**src/rtl/adder_pkg.sv**
```systemverilog
// Shared definitions for the nibble-serial adder: FSM state encoding and slice width.
package adder_pkg;

    typedef enum logic [1:0] {
        IDLE = 2'd0,
        RUN  = 2'd1,
        DONE = 2'd2
    } state_t;

    localparam int NIBBLE_W = 4;

endpackage

```
**src/rtl/fullAdder_4bit.sv**
```systemverilog
// 4-bit ripple-carry adder: the single per-nibble datapath shared by the serial adder.
module fullAdder_4bit (
    input  logic [3:0] a,
    input  logic [3:0] b,
    input  logic       cin,
    output logic [3:0] sum,
    output logic       cout
);

    logic [4:0] c;

    assign c[0] = cin;

    for (genvar i = 0; i < 4; i++) begin : g_bit
        assign sum[i]   = a[i] ^ b[i] ^ c[i];
        assign c[i + 1] = (a[i] & b[i]) | (c[i] & (a[i] ^ b[i]));
    end

    assign cout = c[4];

endmodule

```
**src/rtl/nibble_serial_adder.sv**
```systemverilog
// Wide adder that streams operands one nibble per clock through a single 4-bit adder,
// chaining slices with a registered carry.
module nibble_serial_adder
    import adder_pkg::*;
#(
    parameter int NIBBLES = 4
) (
    input  logic                      clk,
    input  logic                      rst_n,
    input  logic                      start,
    input  logic [NIBBLE_W*NIBBLES-1:0] a,
    input  logic [NIBBLE_W*NIBBLES-1:0] b,
    input  logic                      cin,
    output logic                      busy,
    output logic                      done,
    output logic [NIBBLE_W*NIBBLES-1:0] sum,
    output logic                      cout
);

    localparam int W  = NIBBLE_W * NIBBLES;
    localparam int CW = (NIBBLES > 1) ? $clog2(NIBBLES) : 1;

    // Handshake: start is taken only in IDLE or DONE; busy marks the NIBBLES RUN cycles;
    // done pulses for one cycle with sum/cout final, and they hold until the next accept.
    state_t          state, state_nx;
    logic [W-1:0]    a_sh, b_sh, sum_next;
    logic            carry;
    logic [CW-1:0]   cnt;
    logic [3:0]      fa_sum;
    logic            fa_cout;
    logic            accept, last;

    fullAdder_4bit u_fa (
        .a    (a_sh[NIBBLE_W-1:0]),
        .b    (b_sh[NIBBLE_W-1:0]),
        .cin  (carry),
        .sum  (fa_sum),
        .cout (fa_cout)
    );

    assign accept = start && ((state == IDLE) || (state == DONE));
    assign last   = (cnt == CW'(NIBBLES - 1));
    assign busy   = (state == RUN);
    assign done   = (state == DONE);

    // New nibble enters at the MSB so the low slice lands at bit 0 after the last shift.
    if (NIBBLES == 1) begin : g_one
        assign sum_next = fa_sum;
    end else begin : g_many
        assign sum_next = {fa_sum, sum[W-1:NIBBLE_W]};
    end

    always_ff @(posedge clk or negedge rst_n) begin
        if (!rst_n) state <= IDLE;
        else        state <= state_nx;
    end

    always_comb begin
        state_nx = state;
        case (state)
            IDLE:    if (start) state_nx = RUN;
            RUN:     if (last)  state_nx = DONE;
            DONE:    state_nx = start ? RUN : IDLE;
            default: state_nx = IDLE;
        endcase
    end

    always_ff @(posedge clk or negedge rst_n) begin
        if (!rst_n) begin
            a_sh  <= '0;
            b_sh  <= '0;
            carry <= 1'b0;
            cnt   <= '0;
            sum   <= '0;
            cout  <= 1'b0;
        end else if (accept) begin
            a_sh  <= a;
            b_sh  <= b;
            carry <= cin;
            cnt   <= '0;
            sum   <= '0;
            cout  <= 1'b0;
        end else if (state == RUN) begin
            a_sh  <= a_sh >> NIBBLE_W;
            b_sh  <= b_sh >> NIBBLE_W;
            carry <= fa_cout;
            cnt   <= cnt + CW'(1);
            sum   <= sum_next;
            if (last) cout <= fa_cout;
        end
    end

endmodule

```
**config.mk**
```make
export PLATFORM = sky130hd
export DESIGN_NAME = nibble_serial_adder
export DESIGN_NICKNAME = d
export VERILOG_FILES = /design/src/rtl/adder_pkg.sv /design/src/rtl/fullAdder_4bit.sv /design/src/rtl/nibble_serial_adder.sv
export SDC_FILE = /design/constraint.sdc
export NUM_CORES = 1
export LEC_CHECK = 0
export BUFFER_PORTS_ARGS = -buffer_cell sky130_fd_sc_hd__buf_2
export CELL_PAD_IN_SITES_DETAIL_PLACEMENT = 0
export CELL_PAD_IN_SITES_GLOBAL_PLACEMENT = 1
export CORE_MARGIN = 3
export CORE_UTILIZATION = 40
export DETAILED_ROUTE_END_ITERATION = 8
export PLACE_DENSITY_LB_ADDON = 0.1
export SETUP_SLACK_MARGIN = 0.2
export SLEW_MARGIN = 20
export SYNTH_ARGS = -nofsm -noshare
export SYNTH_HDL_FRONTEND = slang
export SYNTH_SLANG_ARGS = --single-unit
```
**constraint.sdc**
```tcl
create_clock -name clk -period 3 [get_ports clk]
set_input_delay 0.6 -clock clk [delete_from_list [all_inputs] [get_ports clk]]
set_output_delay 0.6 -clock clk [all_outputs]
set_load 0.02 [all_outputs]
```
**After elaboration in Yosys (flattened, before gate mapping)**

Cells that the tools add are included.

- Register bits: 54
- Output and inout port bits: 19
- Word-level logic and storage cells: 57

- Add/sub/neg operators: 1
- Eq/ne operators: 5
- Mux-type cells: 17
- Bitwise logic cells: 20
- Reduce and logical (&&, ||, !) cells: 7

Operators by type and width:

| operator | number |
|---|---|
| $mux 16 | 6 |
| $and 1x1->1 | 8 |
| $mux 2 | 4 |
| $xor 1x1->1 | 8 |
| $mux 1 | 6 |
| $pmux 2 s3 | 1 |
| $eq 2x2->1 const B | 2 |
| $or 1x1->1 | 4 |
| $reduce_and 2->1 | 2 |
| $reduce_bool 2->1 | 2 |
| $add 2x1->2 const B | 1 |
| $eq 2x1->1 const B | 1 |
| $logic_not 2->1 | 1 |
| $ne 2x1->1 const B | 1 |
| $ne 2x2->1 const B | 1 |
| $logic_and 1x1->1 | 1 |
| $logic_or 1x1->1 | 1 |

**Logic depth before layout (Yosys ltp)**

Gate-level depths: netlist of the first run.

- Depth after elaboration: 12
- Mapped depth: 8

**Hierarchy**

Synthesis of the first run repeated with hierarchy kept, for this count alone.

- Cells, all modules: 264
- Area, all modules: 2935.3 µm²

By module, submodules not included:

| module | instances | cells an instance | area each (µm²) | seq. area each (µm²) |
|---|---|---|---|---|
| nibble_serial_adder | 1 | 250 | 2817.7 | 1351.3 |
| fullAdder_4bit | 1 | 14 | 117.6 | 0.0 |

**Least setup slack after synthesis of the first run**

No wires, ideal clock.

- Kind: register -> register
- Start point: register a_sh[0]
- End point: register sum[15]
- Arrival time: 2.122 ns
- Data required time: 2.922 ns
- Setup slack: 0.800 ns
- Stages on the path, launching flop included: 7
- Period minus slack after synthesis: 2.200 ns
- Path through: dfrtp_1 > fa_1 > fa_1 > fa_1 > inv_1 > fa_1 > o2bb2ai_1

- Word-level cells in the longest chain between the ends: 10
- Elaborated cells on any way between the ends: 11
- Classes of those cells: mux: 2; bitwise: 9

Ends and longest elaborated chain:

| what | RTL line | RTL |
|---|---|---|
| from (decl) | nibble_serial_adder.sv:26 | `logic [W-1:0] a_sh, b_sh, sum_next;` |
| from (signal assigned) | nibble_serial_adder.sv:84 | `a_sh <= a_sh >> NIBBLE_W;` |
| $xor 1x1->1 | fullAdder_4bit.sv:16 | `assign c[i + 1] = (a[i] & b[i]) \| (c[i] & (a[i] ^ b[i]));` |
| $and 1x1->1 | fullAdder_4bit.sv:16 |  |
| $or 1x1->1 * | fullAdder_4bit.sv:16 |  |
| $and 1x1->1 * | fullAdder_4bit.sv:16 |  |
| $or 1x1->1 * | fullAdder_4bit.sv:16 |  |
| $and 1x1->1 * | fullAdder_4bit.sv:16 |  |
| $or 1x1->1 * | fullAdder_4bit.sv:16 |  |
| $xor 1x1->1 * | fullAdder_4bit.sv:15 | `assign sum[i] = a[i] ^ b[i] ^ c[i];` |
| $mux 16 * | nibble_serial_adder.sv:83 | `end else if (state == RUN) begin` |
| $mux 16 * | nibble_serial_adder.sv:76 | `end else if (accept) begin` |
| to (signal assigned) | nibble_serial_adder.sv:88 | `sum <= sum_next;` |
| to (decl) | nibble_serial_adder.sv:16 | `output logic [NIBBLE_W*NIBBLES-1:0] sum,` |

Every way passes the cells marked *; elsewhere a longest branch is shown, timed or not. The select of a mux whose other input is x is not followed.
A chain may end at the register's enable or synchronous reset.

**Worst setup path in the final report of the first run**

- Start point: register state[1]
- End point: output port busy

- Word-level cells in the longest chain between the ends: 1

Ends and longest elaborated chain:

| what | RTL line | RTL |
|---|---|---|
| from (decl) | nibble_serial_adder.sv:25 | `state_t state, state_nx;` |
| from (signal assigned) | nibble_serial_adder.sv:55 | `else state <= state_nx;` |
| $eq 2x1->1 | nibble_serial_adder.sv:43 | `assign busy = (state == RUN);` |
| to (decl) | nibble_serial_adder.sv:14 | `output logic busy,` |

No other way between the ends.

==> metrics, run 1 <==
outcome=finished clean; CTS root buffer=clkbuf_8; input/output buffers=54; fraction of layout instances using a drive strength above 1=29.41%; clk slew on worst S/H paths=0.10 ns; vias in the first global route=1,718; initial antenna violation count=0; Mapped Area=2434 sq um; DR vias=1,750; Post-synth EDFFs=0; Ant. Diodes=0; Core ar.=5709 sq um; Leakage Power=1.313 nW; Mapped Cells=208; top cell type's share of synthesized area=55.53%; max incr delay on CP=0.47 ns; setup tns final=0 ns; share of the clock period used by the worst path=76.51%; Slew @ Worst Pin=0.7663 ns; Final min period=2.295 ns; Max Clock Skew=0.01407 ns; Top FF cell, synth=dfrtp_1; # H-tree levels=2; CP Class=flip-flop to primary output; Reg2Reg Setup Slack=0.71 ns; Max Fclk=435.7 MHz; final hold viol count=0; pin count of the biggest net entering global routing=30; DRT Pass-1 Iters=4; Post-DRT Antenna Nets=0; clk_lat worst skew=0.31 ns; Post-Syn Nets=249; DR iter-0 viols=92; CTS resizes=0; routed wire length=5.496 mm; # IOs=55; Hold Path Class=input pin to asynchronous set/reset pin; CTS tree=built; register area share after synthesis=55.53%; hold_ws=0.1926 ns; FFs w/ async S/R, synth=100.0%; crit-path cells=nand2b_4, inv_2, buf_2; Starting Density=42.63%; max-cap viol count=0; GP Congestion=0.7452; mux share of post-synthesis cell area=5.604%; die height=84 um; Mapped Avg Cell Area=11.70 sq um; drt drc=0; Worst Setup End Kind=primary output; via density per instance=5.352; Slowest cell on crit path=inv_2; Post-Synth Adder-Cell Area=3.805%; first-pass GRT wire length=9.259 mm; full die area=7056 sq um; largest family of logic cells by synthesized area=compound AO/OA/AOI/OAI gates; worst path arrival time=1.70 ns; fin. max-slew vios=0; Slew headroom=48.91%; setup repair after global routing missed its margin=false; Die X=84 um; peak supply drop=0.5706 mV; number of buffers created by CTS=5; XOR/XNOR Fraction of Synth Area=0%; HPWL after DPL=3.697 mm; Synth area leader=dfrtp_1; Critical Path RT=2.40 ns; Clock Sinks=54; grt ovf=0; Commonest cells post-synth=dfrtp_1 (54), a22o_1 (25), nor2_1 (16), o22ai_1 (16), nor3_1 (14); Post-CTS Setup Inserts=0; post-synthesis cell type count=27; cts hold-fix bufs=0; Layout area overhead=15.78%; Longest Clk Path Bufs=2; most numerous cell in the Yosys netlist=dfrtp_1; Compound-Gate Fraction of Synth Area=18.92%; nets=296; GRT Total Usage=16.44%; CP Launch Type=flip-flop; drt wl/cell=16.81 um; synth top area cells=dfrtp_1 (56%), a22o_1 (9.0%), o22ai_1 (4.1%); Power Density=1166 nW/um^2; Max Fanout on Critical Path=29; Yosys Warn Count=0; Core Rows=27; simple logic cell fraction of the synthesized area=10.28%; final setup vio count=0; Seq cells post-synth=54
cell usage in the layout, fill, tap and decap left out:
cell type | Yosys | layout
buf_2 | 6 | 54
nand2b_4 | 1 | 1
nor2b_1 | 10 | 9
nand3_1 | 2 | 2
inv_2 | 1 | 1
nor3_1 | 14 | 14
and2_1 | 1 | 1
a22o_1 | 25 | 25
o21ai_0 | 2 | 2
ha_1 | 1 | 1
clkbuf_8 | 0 | 5
bufinv_16 | 0 | 1
a211oi_1 | 8 | 8
o22ai_1 | 16 | 16
mux2i_1 | 8 | 8
nor2_4 | 1 | 1
nor2_1 | 16 | 16
o2bb2ai_1 | 1 | 1
a22oi_1 | 1 | 1
a21oi_1 | 11 | 11
mux2_2 | 5 | 5
nand2_1 | 1 | 1
inv_1 | 4 | 4
dfrtp_1 | 54 | 54
nand2b_1 | 2 | 2
nor2b_2 | 0 | 1
buf_4 | 6 | 5
clkinv_4 | 0 | 1
fa_1 | 4 | 4
critical path, delay by kind of cell, from the launching register on:
kind                   cells  cell delay (ns)
DFF                        1             0.39
and+or+nand+nor            1             0.25
buffers and inverters      2             0.74
cells by family after synthesis:
logic type      Yosys count
simple gates             48
fa+ha+maj                 5
flops                    54
mux                      13
compound gates           64
buf+inv                  24
power by group:
part	switching, mW	internal [mW]
combinational	0.840	0.639
clock	0.240	0.246
sequential	0.246	1.07
total	1.33	1.96
final timing paths:
check,startpoint,to,cells after the start
max in group asynchronous,rst_n,b_sh[14],2
min in group clk,b_sh[14],b_sh[14],1
worst min-delay path,rst_n,b_sh[15],1
worst min register to register,b_sh[14],b_sh[14],1
worst max-delay path,state[1],busy,3
worst max register to register,a_sh[0],sum[15],6
metal layers:
layer | track usage [%] | wire [um] | vias to the layer above | part of all wire (%)
met4 | 3.509 | 48 | 0 | 0.87
met1 | 23.49 | 2690 | 848 | 49
li1 | - | - | 850 | -
met2 | 25.09 | 2523 | 47 | 46
met5 | 0 | 0 | - | 0
met3 | 4.442 | 233 | 5 | 4.2
state kept, by name (all words and copies together) (netlist names):
| signal | cells |
|---|---|
| a_sh | 16 |
| b_sh | 16 |
| carry | 1 |
| cnt | 2 |
| cout | 1 |
| state | 2 |
| sum | 16 |
stage by stage:
step	total power [mW]	util [%]	cells	setup WS (ns)	instance area, sq um
after floorplan	2.493	-	208	0.8001	2434
after global placement	2.815	47.47	320	0.7417	2710
after CTS	3.330	49.35	327	0.6753	2818
after detailed placement	2.836	47.47	320	0.7080	2710
after global routing	3.556	49.35	327	0.5754	2818
final	3.285	49.35	327	0.7048	2818
final cells by class:
| class | instances | area [sq um] |
|---|---|---|
| Clock buffer | 5 | 68.82 |
| Sequential cell | 54 | 1351 |
| Clock inverter | 2 | 38.79 |
| Multi-Input combinational cell | 130 | 942.2 |
| Timing Repair Buffer | 59 | 307.8 |
| Tap cell | 72 | 90.09 |
| Inverter | 5 | 18.77 |
| Fill cell | 540 | 2892 |
Power figures use the tool's default switching activity.
==> run 2: changes to the inputs <==
--- a/config.mk
+++ b/config.mk
@@ -5,11 +5,12 @@
 export SDC_FILE = /design/constraint.sdc
 export NUM_CORES = 1
 export LEC_CHECK = 0
+export ABC_AREA = 1
 export BUFFER_PORTS_ARGS = -buffer_cell sky130_fd_sc_hd__buf_2
 export CELL_PAD_IN_SITES_DETAIL_PLACEMENT = 0
 export CELL_PAD_IN_SITES_GLOBAL_PLACEMENT = 1
 export CORE_MARGIN = 3
-export CORE_UTILIZATION = 40
+export CORE_UTILIZATION = 36
 export DETAILED_ROUTE_END_ITERATION = 8
 export PLACE_DENSITY_LB_ADDON = 0.1
 export SETUP_SLACK_MARGIN = 0.2
==> constraint.sdc (replaced) <==
create_clock -name clk -period 1.84 [get_ports clk]
set_input_delay 0.368 -clock clk [delete_from_list [all_inputs] [get_ports clk]]
set_output_delay 0.368 -clock clk [all_outputs]
set_load 0.02 [all_outputs]
==> run 2 against run 1 <==
Against the previous run:
- the run now ends with setup timing left
- clock skew shrank 0.0064 ns
- flip-flop and latch count unchanged
- via count increased by 11%
- sequential power increased by 52%
- clock power is 100% higher
- synthesized area is 1.3% lower
- power is 55% higher
- utilization fell by 4.5 points
- final cell count rose by 22%
- wire length decreased by 4.9%
- cell area rose by 2.1%
- register-to-register slack got worse by 1.0 ns
==> metrics, run 2 <==
outcome=finished with violations; failing checks=setup timing; Starting Density=37.39%; # H-tree levels=2; initial antenna violation count=0; Critical Path RT=2.07 ns; max-cap viol count=0; Finished Core Util=44.81%; Max Clock Skew=0.007670 ns; Yosys Warn Count=0; die height=87.67 um; Comb pwr share=41.4%; Slew @ Worst Pin=0.5527 ns; cell mode on critical path=fa_2; DR vias=1,942; Die X=87.67 um; CP Class=flip-flop to flip-flop; Clk pwr share=19.1%; clk_lat worst skew=0.30 ns; most common cell after layout, fill and taps aside=nand2_1; Leakage Power=1.549 nW; Post-synth EDFFs=0; number of buffers created by CTS=5; drt wl/cell=13.10 um; drt drc=0; Commonest cells post-synth=nand2_1 (101), nand3_1 (77), dfrtp_1 (54); Post-DRT Antenna Nets=0; P_int=3.017 mW; CTS root buffer=clkbuf_8; first-pass GRT wire length=9.039 mm; Non-Filler Instances=399; GRT Total Usage=14.77%; Mapped Avg Cell Area=8.860 sq um; Final min period=2.136 ns; most numerous cell in the Yosys netlist=nand2_1; Slowest cell on crit path=dfrtp_1; DRT Pass-1 Iters=4; Post-Syn Nets=312; routed wire length=5.225 mm; DR iter-0 viols=85; Synth area leader=dfrtp_1; grt ovf=0; Mapped Area=2401 sq um; CTS tree=built; commonest non-fill, non-tap cells in the layout=nand2_1 (100), nand3_1 (77), dfrtp_1 (54), buf_2 (54); pin count of the biggest net entering global routing=55; register area share after synthesis=56.28%; Seq cells post-synth=54; setup repair after global routing missed its margin=true; crit-path cells=fa_2, fa_2, fa_2, inv_2, fa_1, o21ai_1; nets=362; via density per instance=4.867; max incr delay on CP=0.41 ns; Ant. Diodes=0; clk slew on worst S/H paths=0.10 ns; Cell Count Post-Placement=390; Clock Sinks=54; FF-to-FF path depth=6; top cell type's share of synthesized area=56.28%; Max Fclk=468.1 MHz; Core Rows=29; Sw Pwr=2.062 mW; WP depth=6; HPWL after DPL=3.292 mm; synth top area cells=dfrtp_1 (56%), nand3_1 (16%), nand2_1 (16%); worst path arrival time=2.36 ns; Max Fanout on Critical Path=2; Longest Clk Path Bufs=2; Worst Setup End Kind=flip-flop; fraction of layout instances using a drive strength above 1=24.22%; Top FF cell, synth=dfrtp_1; Core ar.=6422 sq um; full die area=7685 sq um; CP Launch Type=flip-flop; Sw Share=40.59%; # IOs=55; input/output buffers=54; Slew headroom=63.15%; fillers=660; post-synthesis cell type count=15; peak supply drop=0.4856 mV; Mapped Cells=271; vias in the first global route=2,023; Top Family by Delay on Critical Path=adder cells; Power Density=1765 nW/um^2; share of the clock period used by the worst path=116.1%; Crit path buffers/inverters=1; fin worst setup slack=-0.2965 ns; final hold viol count=0; final setup vio count=4; FFs w/ async S/R, synth=100.0%; Top Registers=a_sh: 16 flops, b_sh: 16 flops, sum: 16 flops; GP Congestion=0.6991; fin. max-slew vios=0; cts hold-fix bufs=0; Hold Path Class=input pin to asynchronous set/reset pin; sequential share of power=39.5%; Layout area overhead=19.85%
-- run 2: power groups by stage --
stage / clock network (mW) / registers (mW) / logic, mW
2_1_floorplan: 0 / 2.15 / 1.49
3_3_place_gp: 0 / 2.02 / 2.10
3_5_place_dp: 0 / 2.03 / 2.11
4_1_cts: 1.01 / 2.02 / 2.12
5_1_grt: 1.04 / 2.08 / 2.44
6_report: 0.969 / 2.00 / 2.11
-- run 2: repair_timing --
| item | in CTS | in global routing |
|---|---|---|
| gates resized for setup | 1 | 3 |
| pin swaps | 2 | 0 |
| endpoints found under the setup margin | 5 | 5 |
| buffers inserted | 0 | 1 |
-- run 2: cell type report --
class / instances / area, sq um / area share, %
clock buffers: 6 / 82.58 / 2.870
well taps: 77 / 96.34 / 3.348
clock inverters: 2 / 60.06 / 2.087
inverters: 10 / 50.05 / 1.739
multi-input cells: 190 / 909.6 / 31.61
repair buffers: 60 / 327.8 / 11.39
flip-flops and latches: 54 / 1351 / 46.96
-- run 2: stage by stage --
step	power (mW)	setup TNS (ns)	cell area [sq um]	hold slack (ns)	setup slack, ns
after floorplan	3.641	-0.5103	2409	0.07241	-0.2566
after global placement	4.124	-0.6848	2715	0.3932	-0.2932
after detailed placement	4.149	-0.7406	2715	0.3922	-0.3050
after CTS	5.143	-0.7213	2860	0.05218	-0.3030
after global routing	5.562	-1.004	2878	0.06509	-0.3683
final	5.079	-0.6895	2878	0.02821	-0.2965
-- run 2: cells by family (layout without fill, tap and decap cells) --
kind of cell             Yosys count  in the layout  share of synthesized area [%]
AO/OA/AOI/OAI                      3              3                         0.6251
adder cells (fa/ha/maj)            5              5                          3.856
buffers and inverters             27             78                          6.254
flip-flops                        54             54                          56.28
AND/OR/NAND/NOR                  182            182                          32.99
-- run 2: path summary, 6_finish.rpt --
path	from	to	slack [ns]
max in group asynchronous	rst_n	a_sh[9]	1.53
min in group clk	b[15]	b_sh[15]	0.26
max reg2reg	a_sh[0]	sum[15]	-0.30
max	a_sh[0]	sum[15]	-0.30
min reg2reg	a_sh[11]	a_sh[7]	0.49
min	rst_n	sum[1]	0.03
-- run 2: routing by layer --
metal  vias up  GRT usage, %  part of all wire, %
li1        978             -                    -
met1       926         18.44                   47
met2        36         25.96                   48
met3         2         3.481                  4.0
met4         0         3.347                 0.44
met5         -             0                    0
